==> src/rtl/serial_sub_pkg.sv <==
// Shared types and defaults for the bit-serial subtractor.
package serial_sub_pkg;

    localparam int DEFAULT_WIDTH = 8;

    typedef enum logic [1:0] {
        IDLE  = 2'd0,
        SHIFT = 2'd1,
        DONE  = 2'd2
    } state_t;

endpackage

==> src/rtl/full_subtractor.sv <==
// Single-bit full subtractor cell: d = x - y - bin, with borrow-out.
module full_subtractor (
    input  logic x,
    input  logic y,
    input  logic bin,
    output logic d,
    output logic bout
);

    assign d    = x ^ y ^ bin;
    assign bout = (~x & y) | (~(x ^ y) & bin);

endmodule

==> src/rtl/serial_subtractor.sv <==
// Bit-serial LSB-first a - b through one full_subtractor cell and a borrow flop.
// Optional signed-overflow output is enabled by defining SERIAL_SUB_OVF_EN.
module serial_subtractor
    import serial_sub_pkg::*;
#(
    parameter int WIDTH = DEFAULT_WIDTH
) (
    input  logic             clk,
    input  logic             rst_n,
    input  logic             start,
    input  logic [WIDTH-1:0] a,
    input  logic [WIDTH-1:0] b,
    output logic             busy,
    output logic             done,
    output logic [WIDTH-1:0] diff,
    output logic             borrow
`ifdef SERIAL_SUB_OVF_EN
    ,
    output logic             overflow
`endif
);

    // Handshake: start is sampled only while busy=0; the operation then runs with
    // busy=1 until done pulses for one cycle, after which diff/borrow stay valid
    // until the next accepted start.

    localparam int CW = (WIDTH > 1) ? $clog2(WIDTH) : 1;
    localparam logic [CW-1:0] CNT_LAST = CW'(WIDTH - 1);

    state_t           state_q, state_d;
    logic [WIDTH-1:0] a_sr, b_sr, diff_q;
    logic [CW-1:0]    cnt;
    logic             bin_q, borrow_q;
    logic             d_bit, bout_bit;
    logic             last_bit;

    full_subtractor u_fs (
        .x    (a_sr[0]),
        .y    (b_sr[0]),
        .bin  (bin_q),
        .d    (d_bit),
        .bout (bout_bit)
    );

    assign last_bit = (cnt == CNT_LAST);

    always_ff @(posedge clk or negedge rst_n) begin
        if (!rst_n) state_q <= IDLE;
        else        state_q <= state_d;
    end

    always_comb begin
        state_d = state_q;
        case (state_q)
            IDLE:    if (start) state_d = SHIFT;
            SHIFT:   if (last_bit) state_d = DONE;
            DONE:    state_d = IDLE;
            default: state_d = IDLE;
        endcase
    end

    always_comb begin
        busy = (state_q != IDLE);
        done = (state_q == DONE);
    end

`ifdef SERIAL_SUB_OVF_EN
    logic a_msb, b_msb, ovf_q;
    assign overflow = ovf_q;
`endif

    // Each result bit enters at the MSB, so the first (LSB) bit reaches bit 0 after WIDTH shifts.
    always_ff @(posedge clk or negedge rst_n) begin
        if (!rst_n) begin
            a_sr     <= '0;
            b_sr     <= '0;
            diff_q   <= '0;
            cnt      <= '0;
            bin_q    <= 1'b0;
            borrow_q <= 1'b0;
`ifdef SERIAL_SUB_OVF_EN
            a_msb    <= 1'b0;
            b_msb    <= 1'b0;
            ovf_q    <= 1'b0;
`endif
        end else begin
            case (state_q)
                IDLE: begin
                    if (start) begin
                        a_sr     <= a;
                        b_sr     <= b;
                        diff_q   <= '0;
                        cnt      <= '0;
                        bin_q    <= 1'b0;
                        borrow_q <= 1'b0;
`ifdef SERIAL_SUB_OVF_EN
                        a_msb    <= a[WIDTH-1];
                        b_msb    <= b[WIDTH-1];
                        ovf_q    <= 1'b0;
`endif
                    end
                end
                SHIFT: begin
                    a_sr   <= a_sr >> 1;
                    b_sr   <= b_sr >> 1;
                    diff_q <= {d_bit, diff_q[WIDTH-1:1]};
                    bin_q  <= bout_bit;
                    cnt    <= cnt + CW'(1);
                    if (last_bit) begin
                        borrow_q <= bout_bit;
`ifdef SERIAL_SUB_OVF_EN
                        ovf_q    <= (a_msb ^ b_msb) & (a_msb ^ d_bit);
`endif
                    end
                end
                default: ;
            endcase
        end
    end

    assign diff   = diff_q;
    assign borrow = borrow_q;

endmodule

==> config.mk <==
export PLATFORM = sky130hd
export DESIGN_NAME = serial_subtractor
export DESIGN_NICKNAME = d
export VERILOG_FILES = /design/src/rtl/serial_sub_pkg.sv /design/src/rtl/full_subtractor.sv /design/src/rtl/serial_subtractor.sv
export SDC_FILE = /design/constraint.sdc
export NUM_CORES = 1
export LEC_CHECK = 0
export ABC_AREA = 1
export CAP_MARGIN = 30
export CORE_MARGIN = 5
export CORE_UTILIZATION = 32
export CTS_CLUSTER_SIZE = 10
export DETAILED_ROUTE_END_ITERATION = 16
export GPL_TIMING_DRIVEN = 0
export HOLD_SLACK_MARGIN = 0.05
export PLACE_DENSITY_LB_ADDON = 0.05
export SYNTH_ARGS = -nofsm -noshare
export SYNTH_HDL_FRONTEND = slang
export SYNTH_HIERARCHICAL = 1
export SYNTH_SLANG_ARGS = --single-unit
==> constraint.sdc <==
create_clock -name clk -period 1.16 [get_ports clk]
set_input_delay 0.116 -clock clk [delete_from_list [all_inputs] [get_ports clk]]
set_output_delay 0.116 -clock clk [all_outputs]
set_load 0.02 [all_outputs]
==> results of run 1 <==
## state kept, by name (all words and copies together) (netlist names)
register / flops
bin_q: 1
cnt: 3
state_q: 2
borrow: 1
b_sr: 8
diff: 8
a_sr: 8
## per-layer routing
layer	share of wire, %	GRT usage, %
met2	47	20.9
met4	1.3	4.56
met1	47	18.1
met3	4.7	4.29
met5	0	0
## where the power goes
part | internal [W] | leakage (nW) | total, W | switching (W)
registers | 0.00155 | 0.397 | 0.00184 | 0.000289
logic | 0.00155 | 0.761 | 0.00328 | 0.00173
clock network | 0.000541 | 0.0515 | 0.000949 | 0.000408
total | 0.00364 | 1.21 | 0.00607 | 0.00243
## area by class of cell
| cell class | instances | area [µm²] |
|---|---|---|
| Multi-Input combinational cell | 138 | 719 |
| Tap cell | 67 | 83.8 |
| Clock buffer | 8 | 100 |
| Inverter | 8 | 32.5 |
| Fill cell | 473 | 2410 |
| Timing Repair Buffer | 47 | 495 |
| Sequential cell | 31 | 777 |
| Buffer | 10 | 109 |
## per-stage QoR
stage / area [µm²] / setup TNS [ps]
2_1_floorplan: 1560 / 0
3_3_place_gp: 1930 / -23110
3_5_place_dp: 1930 / -3080
4_1_cts: 2150 / -885
5_1_grt: 2320 / -3160
6_report: 2320 / -1530
## kinds of logic (layout without fill, tap and decap cells)
logic type	count (synthesis)	count (layout)	synth area share [%]
flip-flops	31	31	49.8
AND/OR/NAND/NOR	131	131	37.5
buffers and inverters	19	73	8.35
AO/OA/AOI/OAI	4	4	1.52
adder cells (fa/ha/maj)	3	3	2.89
## worst max path at each step
stage	start	end	slack, ps
global placement	rst_n	a_sr[6]$_DFFE_PN0P_	-650
global route	state_q[1]$_DFFE_PN0P_	b_sr[3]$_DFFE_PN0P_	-150
finish	state_q[1]$_DFFE_PN0P_	a_sr[0]$_DFFE_PN0P_	-90
floorplan	cnt[0]$_DFFE_PN0P_	borrow$_DFFE_PN0P_	60
CTS	state_q[0]$_DFFE_PN0P_	busy	-150
detailed placement	state_q[0]$_DFFE_PN0P_	done	-380
## cell usage after synthesis (all sizes together)
cell and count:
a21oi 1, buf 11, dfrtp 31, fa 1, ha 2, inv 8
nand2 85, nand3 42, nor2 4, o21ai 3
## worst min-delay path, stage by stage
cell	delay (ps)
clkdlybuf4s50_1	400
nand2_1	70
nand2_1	40
## repair_timing
action | 4_1_cts | 5_1_grt
hold endpoints to repair | 31 | 0
resized for setup | 27 | 30
cloned | 1 | 1
setup buffers | 8 | 7
hold buffers | 1 | 0
endpoints found under the setup margin | 15 | 35
pin swaps | 1 | 6
==> results.txt, run 1 <==
- STA classifies the critical path startpoint as a flip-flop.
- Total power: about 0.0061 W
- The analysis attributes to cell leakage a power of ~1.2 nW.
- Number of failing setup endpoints in the final timing report: 26
* Required time worst endpoint: between 1000 and 1500 ps
- Wire length of the first global-routing pass: between 6000 and 7000 µm
- Yosys mapped the design onto 14 distinct sky130hd cell types.
- Data arrives at the worst endpoint at about 1400 ps.
- The startpoint identified for the worst register-to-register timing path is state_q[1]$_DFFE_PN0P_.
* Post-route clock skew: about 5.5 ps
- Starting density of the core: 33.0%
* Total die area: ~6400 µm²
- Worst Reg2Reg Path Length in Cells: 9
* Count of buffers from port buffering: 29
- The finished layout holds between 300 and 400 standard cells, fillers aside.
* Commonest cells after routing, fill and taps aside: nand2_1, nand3_1, dfrtp_1, clkdlybuf4s50_1, buf_4
* Critical path buffers and inverters: 4
* Average detailed-routed wire length per instance: about 13 µm
* Transition time at the pin with the least slew margin: ~720 ps
* Overall Global Routing Usage: between 10% and 20%
- Launch instance of the worst min-delay path: a[7]
- Delay-heaviest family, CP: buffers and inverters
* Crit path kind: flip-flop to flip-flop
- CP Capture Type: flip-flop
* Worst hold slack: roughly 380 ps
- Leading post-synthesis cells by cell area: dfrtp_1, nand2_1, nand3_1
* Most frequent standard cell in the layout excluding fill and tap cells: nand2_1
- Syn-to-layout area delta: 48.6%
- The congestion estimate from routability-driven global placement came to 0.696.
- After detailed routing, the number of vias per cell comes to ~4.6.
- In this run the cell area of the synthesized design comes to around 1600 µm².
- 30 I/O pins were placed.
* Count of placed standard cells including taps: 284
* Number of sinks driven by the clock tree: 31
* Average footprint of a synthesized cell: roughly 8.3 µm²
- The first routing iteration left 85 violations.
- IR analysis of the VDD net gives a maximum drop of ~0.00083 V.
- The die is 79.8 µm tall.
- In the synthesized netlist, the number of instances is between 150 and 200.
- After clock tree synthesis, the clock-pin slew on the worst setup and hold paths is roughly 70 ps.
- The final number of hold-violating endpoints came to 0.
- The checks that failed: setup timing.
- Maximum count of clock buffers along a single path: 2
- Post-layout minimum cycle time: 1250 ps
- Number of global-route vias before repair: 1372
* Core area: 4720 µm²
- After detailed routing, the total wire length is a little over 4000 µm.
- The final layout contains ~260 nets.
- Clock tree from TritonCTS: built
- Highest cell delay on the worst timing path: 410 ps
- Sum of net half-perimeters after detailed placement: approximately 2500 µm
- Post-Syn Nets: 210
- Total grt overflow: 0
* Width of the chip: 79.8 µm
- Cells with a size suffix above 1 make up roughly 25% of the layout.
- Counting the buffers created by CTS gives 5.
- Number of cells on the worst hold path: 3
* Critical Path Stages: 9
- The Yosys step of the flow raised 6 warnings.
* Largest fanout of any net on the critical path: 5
- Outcome: finished with violations
- Register-to-register setup slack: -90 ps
* Top-area cell type share of the netlist area: about half
- Power density over the cells: roughly 2600 nW/µm²
* Worst path cell trace: inv_4, buf_6, nand2_8, buf_6, clkbuf_16, nand2_2, nand2_1, nand2_1, nand2_1
* Skew-Pair Late Insertion Delay: around 280 ps
- Most common cell type on the critical path: nand2_1
- Timing-limited maximum frequency: 798 MHz
- The worst hold path belongs to the class primary input to flip-flop.
* First-pass iteration count of the detailed router: 4
* Pin count of the biggest net entering global routing: 32
- Across all setup checks in the final design, the least slack found is -93.7 ps.
- In this run the remaining antenna-violating nets after routing total 0.
- Number of max-capacitance violations reported: 0
- In this run the core area contains 25 standard-cell rows.
- The count of pins over their slew limit was 0.
- Slowest cell on the critical path: dfrtp_1
* Flops & latches, synth: 31
- Root cell of the clock tree: clkbuf_8
* Final core area utilization: slightly below 50%
- Sequential cells were found to cover between 40 and 50% of the synthesized design area.
* Post-placement setup slack: -385 ps
- The initial antenna violation count was 0.
* Top cell type by total area after synthesis: dfrtp_1
- Total number of vias: between 1000 and 1500
- Period utilization: 108%
* Hold Crit Endpoint: a_sr[7]$_DFFE_PN0P_
- Antenna diode instance count: 0
- The H-tree generated during clock tree synthesis spans 2 levels.
- Worst max-slew margin expressed relative to the limit: approximately half
- Drt drc: 0
- RSZ-0062 raised after global routing: true
* Critical R2R Capture: a_sr[0]$_DFFE_PN0P_
Power figures use the tool's default switching activity.
==> run 2: changes to the inputs <==
Settings changed: CORE_ASPECT_RATIO set to 2.
==> run 2 against run 1 <==
The run still ends with setup timing left. Utilization shrank 1.0 points. Via count grew 3.1%. Sequential share of layout area is essentially flat. Total power grew 2.0%. Sequential power is essentially flat. Clock power grew 17%. Non-clock buffer count is the same. Critical path depth shrank 5. Clock-buffer cell count shrank 2. Worst setup slack gained 35 ps. Critical path type is now flip-flop to output port. Largest power group unchanged. Highest routed layer unchanged.
==> results.txt, run 2 (same netlist as run 1, synthesis figures left out) <==
- Number of sinks driven by the clock tree: 31 (unchanged)
- Layout Nets: 265 (+0.76%)
* Clock buffer count from CTS: 5 (unchanged)
- Slowest cell on the critical path: dfrtp_1
- The slew at the pin closest to its max-slew limit was 726 ps (+3.95 ps).
- The data arrival at the endpoint of the critical path came to 1100 ps (-330 ps).
* Total number of vias: 1457 (+3.1%)
- Final core area utilization: 48.0% (-1.0 points)
- Sum of net half-perimeters after detailed placement: 2900 µm (+16%)
* Width of the chip: 59.4 µm (-26%)
- Setup repair after global routing could not meet its margin everywhere.
- Max-slew violation total from the final report: 0 (unchanged)
- Among cell families on the critical path, the largest total delay comes from flip-flops.
- The path class of the tightest hold or removal check is primary input to flip-flop.
* Highest cell delay on the worst timing path: 370 ps (-40 ps)
- The row count was 36 (+44%).
* Starting DRC count in detailed routing: 60 (-29%)
- Setup TNS: -463 ps (+1060 ps)
- Failing checks: setup timing
- The maximum clock frequency is 820 MHz (+2.9%).
* Post-route clock skew: 10.6 ps (+5.19 ps)
- Period utilization: 105% (-3.0 points)
* Via/cell ratio: 4.84 (+5.9%)
- Antenna violations before repair: 0 (unchanged)
- Worst max-slew margin expressed relative to the limit: 51.6% (-0.26 points)
* Wire length of the first global-routing pass: 6960 µm (+3.3%)
- Number of top-level pins: 30 (unchanged)
- The clock-pin slew on the worst setup and hold paths came to 70 ps (about the same).
* Die Y-Extent: 109 µm (+36%)
- Drt drc: 0 (unchanged)
- Total die area: 6450 µm² (+1.3%)
- Critical path buffers and inverters: 3 (-1)
- The critical-path maximum fanout was 5 (unchanged).
- Average detailed-routed wire length per instance: 15.0 µm (+12%)
* Post-placement setup slack: -377 ps (+7.10 ps)
- Number of nets still failing antenna checks after routing: 0 (unchanged)
- Pin count of the biggest net entering global routing: 32 (unchanged)
- Final worst slack: -58.8 ps (+34.9 ps)
* Leakage power of the design: 1.22 nW (+0.47%)
- Hold Vio Cnt, Final: 0 (unchanged)
- Count of buffers from port buffering: 29 (unchanged)
- Overall Global Routing Usage: 14.2% (+0.55 points)
- Category of the worst setup path launch point: flip-flop
- The iteration count of the initial detailed-routing pass came to 4 (unchanged).
* Skew-Pair Late Insertion Delay: 290 ps (about the same)
- The number of diodes came to 0 (unchanged).
* Worst Reg2Reg Path Length in Cells: 8 (-1)
- Clock tree from TritonCTS: built
- Deepest level of the CTS H-tree: 2 (unchanged)
- The area of the placeable core came to 4820 µm² (+2.0%).
- Number of failing setup endpoints in the final timing report: 19 (-27%)
- Leaving out fill and tap cells, the most frequent cells in the layout are nand2_1, nand3_1, dfrtp_1, clkdlybuf4s50_1, buf_4.
- Crit path kind: flip-flop to output port
- The most numerous cell type found on the critical path is buf_6.
- Number of cells on the worst hold path: 3 (unchanged)
- Syn-to-layout area delta: 48.5%
- The flow ran to the end, but the final reports show violations.
- Starting density of the core: 32.3% (-0.66 points)
* Overall routed net length: 4500 µm (+9.4%)
- The number of global-route vias before repair is 1461 (+6.5%).
- The total of max-cap violations came to 0 (unchanged).
- The library cell used most frequently in the layout, excluding fill and tap cells, is nand2_1.
* Post-layout minimum cycle time: 1220 ps (-34.9 ps)
* Share of final-layout standard cells stronger than drive strength 1: 23.8% (-1.0 points)
- STA classifies the critical path endpoint as an output port.
- Total grt overflow: 0 (unchanged)
- The clock tree buffer depth came to 2 (unchanged).
* Largest voltage drop on the vdd net: 0.00140 V (+69%)
- The required time of the worst setup path is 1040 ps (-300 ps).
* Critical Path Stages: 4 (-5)
* RePlAce Congestion: 0.747 (+7.3%)
- The power density over the cells is 2670 nW/µm² (+2.1%).
- Worst path cell trace: buf_6, buf_8, nor2_4, buf_6
* Root cell of the clock tree: clkbuf_8
[run 2: cell types whose count changed in the layout (fill, tap and decap cells not counted), moves of 3 or more]
cell and delta:
buf_6 -3, buf_8 +4, nand2_2 -3, nand2_1 +5
[run 2: where the power goes]
group          switching [W]  internal (W)
sequential          0.000289       0.00155
clock               0.000415      0.000695
combinational        0.00175       0.00150
total                0.00245       0.00374
[run 2: metal layers]
layer	GRT usage (%)	share of wire [%]	vias up
li1	-	-	707
met1	16.4	40	714
met3	2.96	3.9	4
met2	24.7	55	32
met5	0	0	-
met4	5.35	1.2	0
[run 2: repair_timing]
action	CTS	global route
endpoints found under the hold margin	31	0
cloned	0	4
endpoints found under the setup margin	19	31
hold buffers	1	0
pin swaps	0	4
gates resized for setup	26	26
buffers inserted	3	11
[run 2: worst reg2reg max path, delay by kind of cell (launching register included)]
kind,cells,cell delay (ps)
DFF,1,420
and+or+nand+nor,5,270
buffers and inverters,3,390
[run 2: final timing paths]
path                                   startpoint             endpoint  slack, ps
max in group asynchronous                   rst_n  b_sr[1]$_DFFE_PN0P_        260
hold / removal                               b[7]  b_sr[7]$_DFFE_PN0P_        390
min in group asynchronous                   rst_n  b_sr[2]$_DFFE_PN0P_        430
setup / recovery           state_q[0]$_DFFE_PN0P_                 done        -60
hold reg to reg                borrow$_DFFE_PN0P_   borrow$_DFFE_PN0P_        500
setup reg to reg           state_q[1]$_DFFE_PN0P_  b_sr[1]$_DFFE_PN0P_        -40
[run 2: layout make-up]
type | count | area (µm²)
multi-input cells | 140 | 717
repair buffers | 46 | 469
flip-flops and latches | 31 | 776
inverters | 8 | 32.5
fillers | 490 | 2500
well taps | 57 | 71.3
clock inverters | 2 | 35.0
clock buffers | 6 | 82.6
plain buffers | 11 | 131
[run 2: metrics by stage]
step,area [µm²],total power (W),cells,hold slack (ps)
2_1_floorplan,1560,0.00357,188,-180
3_3_place_gp,1920,0.00445,274,481
3_5_place_dp,1920,0.00449,274,217
4_1_cts,2080,0.00565,286,383
5_1_grt,2310,0.00666,301,399
6_report,2310,0.00619,301,386
==> run 3: changes to the inputs <==
Settings changed: RECOVER_POWER set to 25, SYNTH_HIERARCHICAL 1 to unset.
==> run 3 against run 2 <==
The flow still finishes with violations (setup timing). Sequential cell count stayed put. Total power is 9.8% lower. Non-clock buffer count is 10 lower. Clock power is 15% lower. Critical endpoint unchanged.
==> results.txt, run 3 <==
- The remaining antenna violation count is 0 (unchanged).
- The number of buffers added by the clock tree synthesis step is 5 (unchanged).
- The post-route cell area is 2100 µm² (-9.2%).
- The post-synthesis cell count was 195 (+3.7%).
- Ys async rst share: 100% (unchanged)
* Wire length of the first global-routing pass: 6150 µm (-12%)
- The number of enable-type register cells in the synthesized netlist was 0 (unchanged).
- Leading post-synthesis cells by cell area: dfrtp_1, nand2_1, inv_1
- Number of distinct standard cells referenced by the synthesized netlist: 18 (+4)
- The final number of hold-violating endpoints came to 0 (unchanged).
- The count of pins over their slew limit was 0 (unchanged).
- Total number of vias: 1291 (-11%)
- The die width is 58.4 µm (-1.7%).
* Part of the Yosys area used for sequential elements: 51.8% (+2.1 points)
- RePlAce Congestion: 0.775 (+3.7%)
- The worst ir drop on vdd is 0.00110 V (-22%).
* Share of final-layout standard cells stronger than drive strength 1: 16.5% (-7.3 points)
- Setup repair after global routing could not meet its margin everywhere.
- Die Y-Extent: 107 µm (-1.8%)
- Root cell of the clock tree: clkbuf_8
- Commonest cells after routing, fill and taps aside: nand2_1, inv_1, dfrtp_1, nand3_1, clkdlybuf4s50_1
- Met1 routing resource usage after global routing: 14.1% (-2.3 points)
- The leakage power is 1.18 nW (-2.7%).
- The post-synthesis average cell area was 7.67 µm² (-7.5%).
- Number of sinks driven by the clock tree: 31 (unchanged)
* Number of failing setup endpoints in the final timing report: 3 (-16)
- Via/cell ratio: 4.33 (-11%)
- Clock tree from TritonCTS: built
* Most instantiated library cell after synthesis: nand2_1
- Final worst slack: -79.9 ps (-21.0 ps)
* CP Capture Type: output port
- The data arrival at the endpoint of the critical path is 1120 ps (+20 ps).
- Number of max-capacitance violations reported: 0 (unchanged)
* Commonest cells post-synth: nand2_1, inv_1, dfrtp_1
- Timing-limited maximum frequency: 807 MHz (-1.7%)
- The iteration count of the initial detailed-routing pass is 4 (unchanged).
* Outcome: finished with violations
* Top-area cell type share of the netlist area: 51.8% (+2.1 points)
- Count of placed standard cells including taps: 279 (+1.8%)
- Crit path kind: flip-flop to output port
* Failing checks: setup timing
- Final core area utilization: 46.1% (-1.9 points)
- The insertion delay of the later-clocked pin in the worst-skew pair was 280 ps (about the same).
- The slew at the pin closest to its max-slew limit was 788 ps (+62.1 ps).
* Core area: 4550 µm² (-5.5%)
- The global-route met3 utilization was 2.65% (-0.31 points).
- Starting DRC count in detailed routing: 28 (-53%)
- Category of the worst setup path launch point: flip-flop
- met2 is the most crowded layer.
- The clock skew came to 4.30 ps (-6.35 ps).
- The headroom to the max-slew limit was 47.5% (-4.1 points).
- Total grt overflow: 0 (unchanged)
- The count of buffers from port buffering is 29 (unchanged).
* Sum of net half-perimeters after detailed placement: 2540 µm (-13%)
* Antenna violations before repair: 0 (unchanged)
* Overall Global Routing Usage: 12.7% (-1.5 points)
- The number of top-level pins came to 30 (unchanged).
- The number of global-route vias before repair was 1361 (-6.8%).
* Syn-to-layout area delta: 40.4%
- The time the final worst path needs with I/O delays and setup is 1240 ps (+21.0 ps).
- GR Util met2: 22.5% (-2.2 points)
* Most frequent standard cell in the layout excluding fill and tap cells: nand2_1
- The final standard cell count with taps included and fillers excluded was 298 (-1.0%).
- Post-Syn Nets: 217 (+3.3%)
- The row count came to 35 (-2.8%).
- Antenna diode instance count: 0 (unchanged)
* Layout Nets: 264 (-0.38%)
* Most common flop cell mapped by yosys: dfrtp_1
* Maximum count of clock buffers along a single path: 2 (unchanged)
- Pin count of the biggest net entering global routing: 32 (unchanged)
- Reg clk slew, reported paths: 60 ps (about the same)
- Starting density of the core: 32.9% (+0.51 points)
- Required time worst endpoint: 1040 ps (about the same)
* Flops & latches, synth: 31 (unchanged)
- Average detailed-routed wire length per instance: 12.0 µm (-20%)
* Total die area: 6230 µm² (-3.5%)
- The post-synth design cell area is 1500 µm² (-4.0%).
- In this run the worst hold path is classified as primary input to flip-flop.
* Warning count from the yosys run: 0 (-6)
* Top cell type by total area after synthesis: dfrtp_1
- Drt drc: 0 (unchanged)
- Period utilization: 107% (+1.8 points)
* Power density over the cells: 2660 nW/µm² (-0.57%)
- Placed standard-cell area: 1850 µm² (-3.4%)
* Largest fanout of any net on the critical path: 6 (+1)
- The final setup TNS was -103 ps (+360 ps).
* Overall routed net length: 3580 µm (-20%)
- Deepest level of the CTS H-tree: 2 (unchanged)
==> run 3: area by class of cell <==
type / instances / area, µm²
sequential: 31 / 777
fill: 507 / 2450
tap: 55 / 68.8
clock buffer: 8 / 100
inverter: 33 / 126
timing repair buffer: 40 / 362
multi-input combinational: 124 / 584
buffer: 7 / 82.6
==> run 3: what timing repair did <==
| action | in CTS | in global routing |
|---|---|---|
| endpoints found under the setup margin | 34 | 25 |
| endpoints found under the hold margin | 31 | 0 |
| hold buffers | 1 | 0 |
| gates resized for setup | 34 | 11 |
| buffers inserted | 3 | 7 |
| pin swaps | 2 | 4 |
==> run 3: where the power goes <==
group          switching, W  internal (W)  leakage (nW)
Combinational       0.00153       0.00122         0.746
Clock              0.000398      0.000541        0.0515
Sequential         0.000299       0.00159         0.385
==> run 3: path summary, 6_finish.rpt <==
check                      slack, ps                endpoint  depth (start not counted)                   start
max                              -80                    done                          4  state_q[0]$_DFFE_PN0P_
min                              420     b_sr[7]$_DFFE_PN0P_                          3                    b[7]
max reg2reg                        0     b_sr[1]$_DFFE_PN0P_                          6  state_q[0]$_DFFE_PN0P_
min reg2reg                      470     diff[0]$_DFFE_PN0P_                          2     diff[0]$_DFFE_PN0P_
max in group asynchronous        170  state_q[1]$_DFFE_PN0P_                          2                   rst_n
min in group asynchronous        450     b_sr[6]$_DFFE_PN0P_                          2                   rst_n
==> run 3: cells by family (layout without fill, tap and decap cells) <==
group | after synthesis | after routing | share of synthesized area, %
and+or+nand+nor | 115 | 115 | 31.4
DFF | 31 | 31 | 51.8
AOI/OAI and AO/OA | 6 | 6 | 2.26
adders and majority gates | 3 | 3 | 3.01
buffers and inverters | 40 | 88 | 11.5
==> run 3: worst max-delay path, cell delays in order (launching register included) <==
cell and delay [ps]:
dfrtp_1 390, buf_6 140, buf_8 120, nor2_4 70
buf_6 120
==> run 3: per-stage QoR <==
stage | hold slack [ps] | power, W | setup WS (ps)
floorplan | -180 | 0.00344 | 20.7
global placement | 461 | 0.00424 | -628
detailed placement | 214 | 0.00431 | -464
CTS | 421 | 0.00538 | -164
global route | 439 | 0.00612 | -109
finish | 417 | 0.00559 | -79.9
==> run 3: per-layer routing <==
| metal | vias up | part of all wire (%) |
|---|---|---|
| li1 | 669 | - |
| met1 | 579 | 38 |
| met2 | 37 | 55 |
| met3 | 6 | 5.2 |
| met4 | 0 | 2.0 |
| met5 | - | 0 |
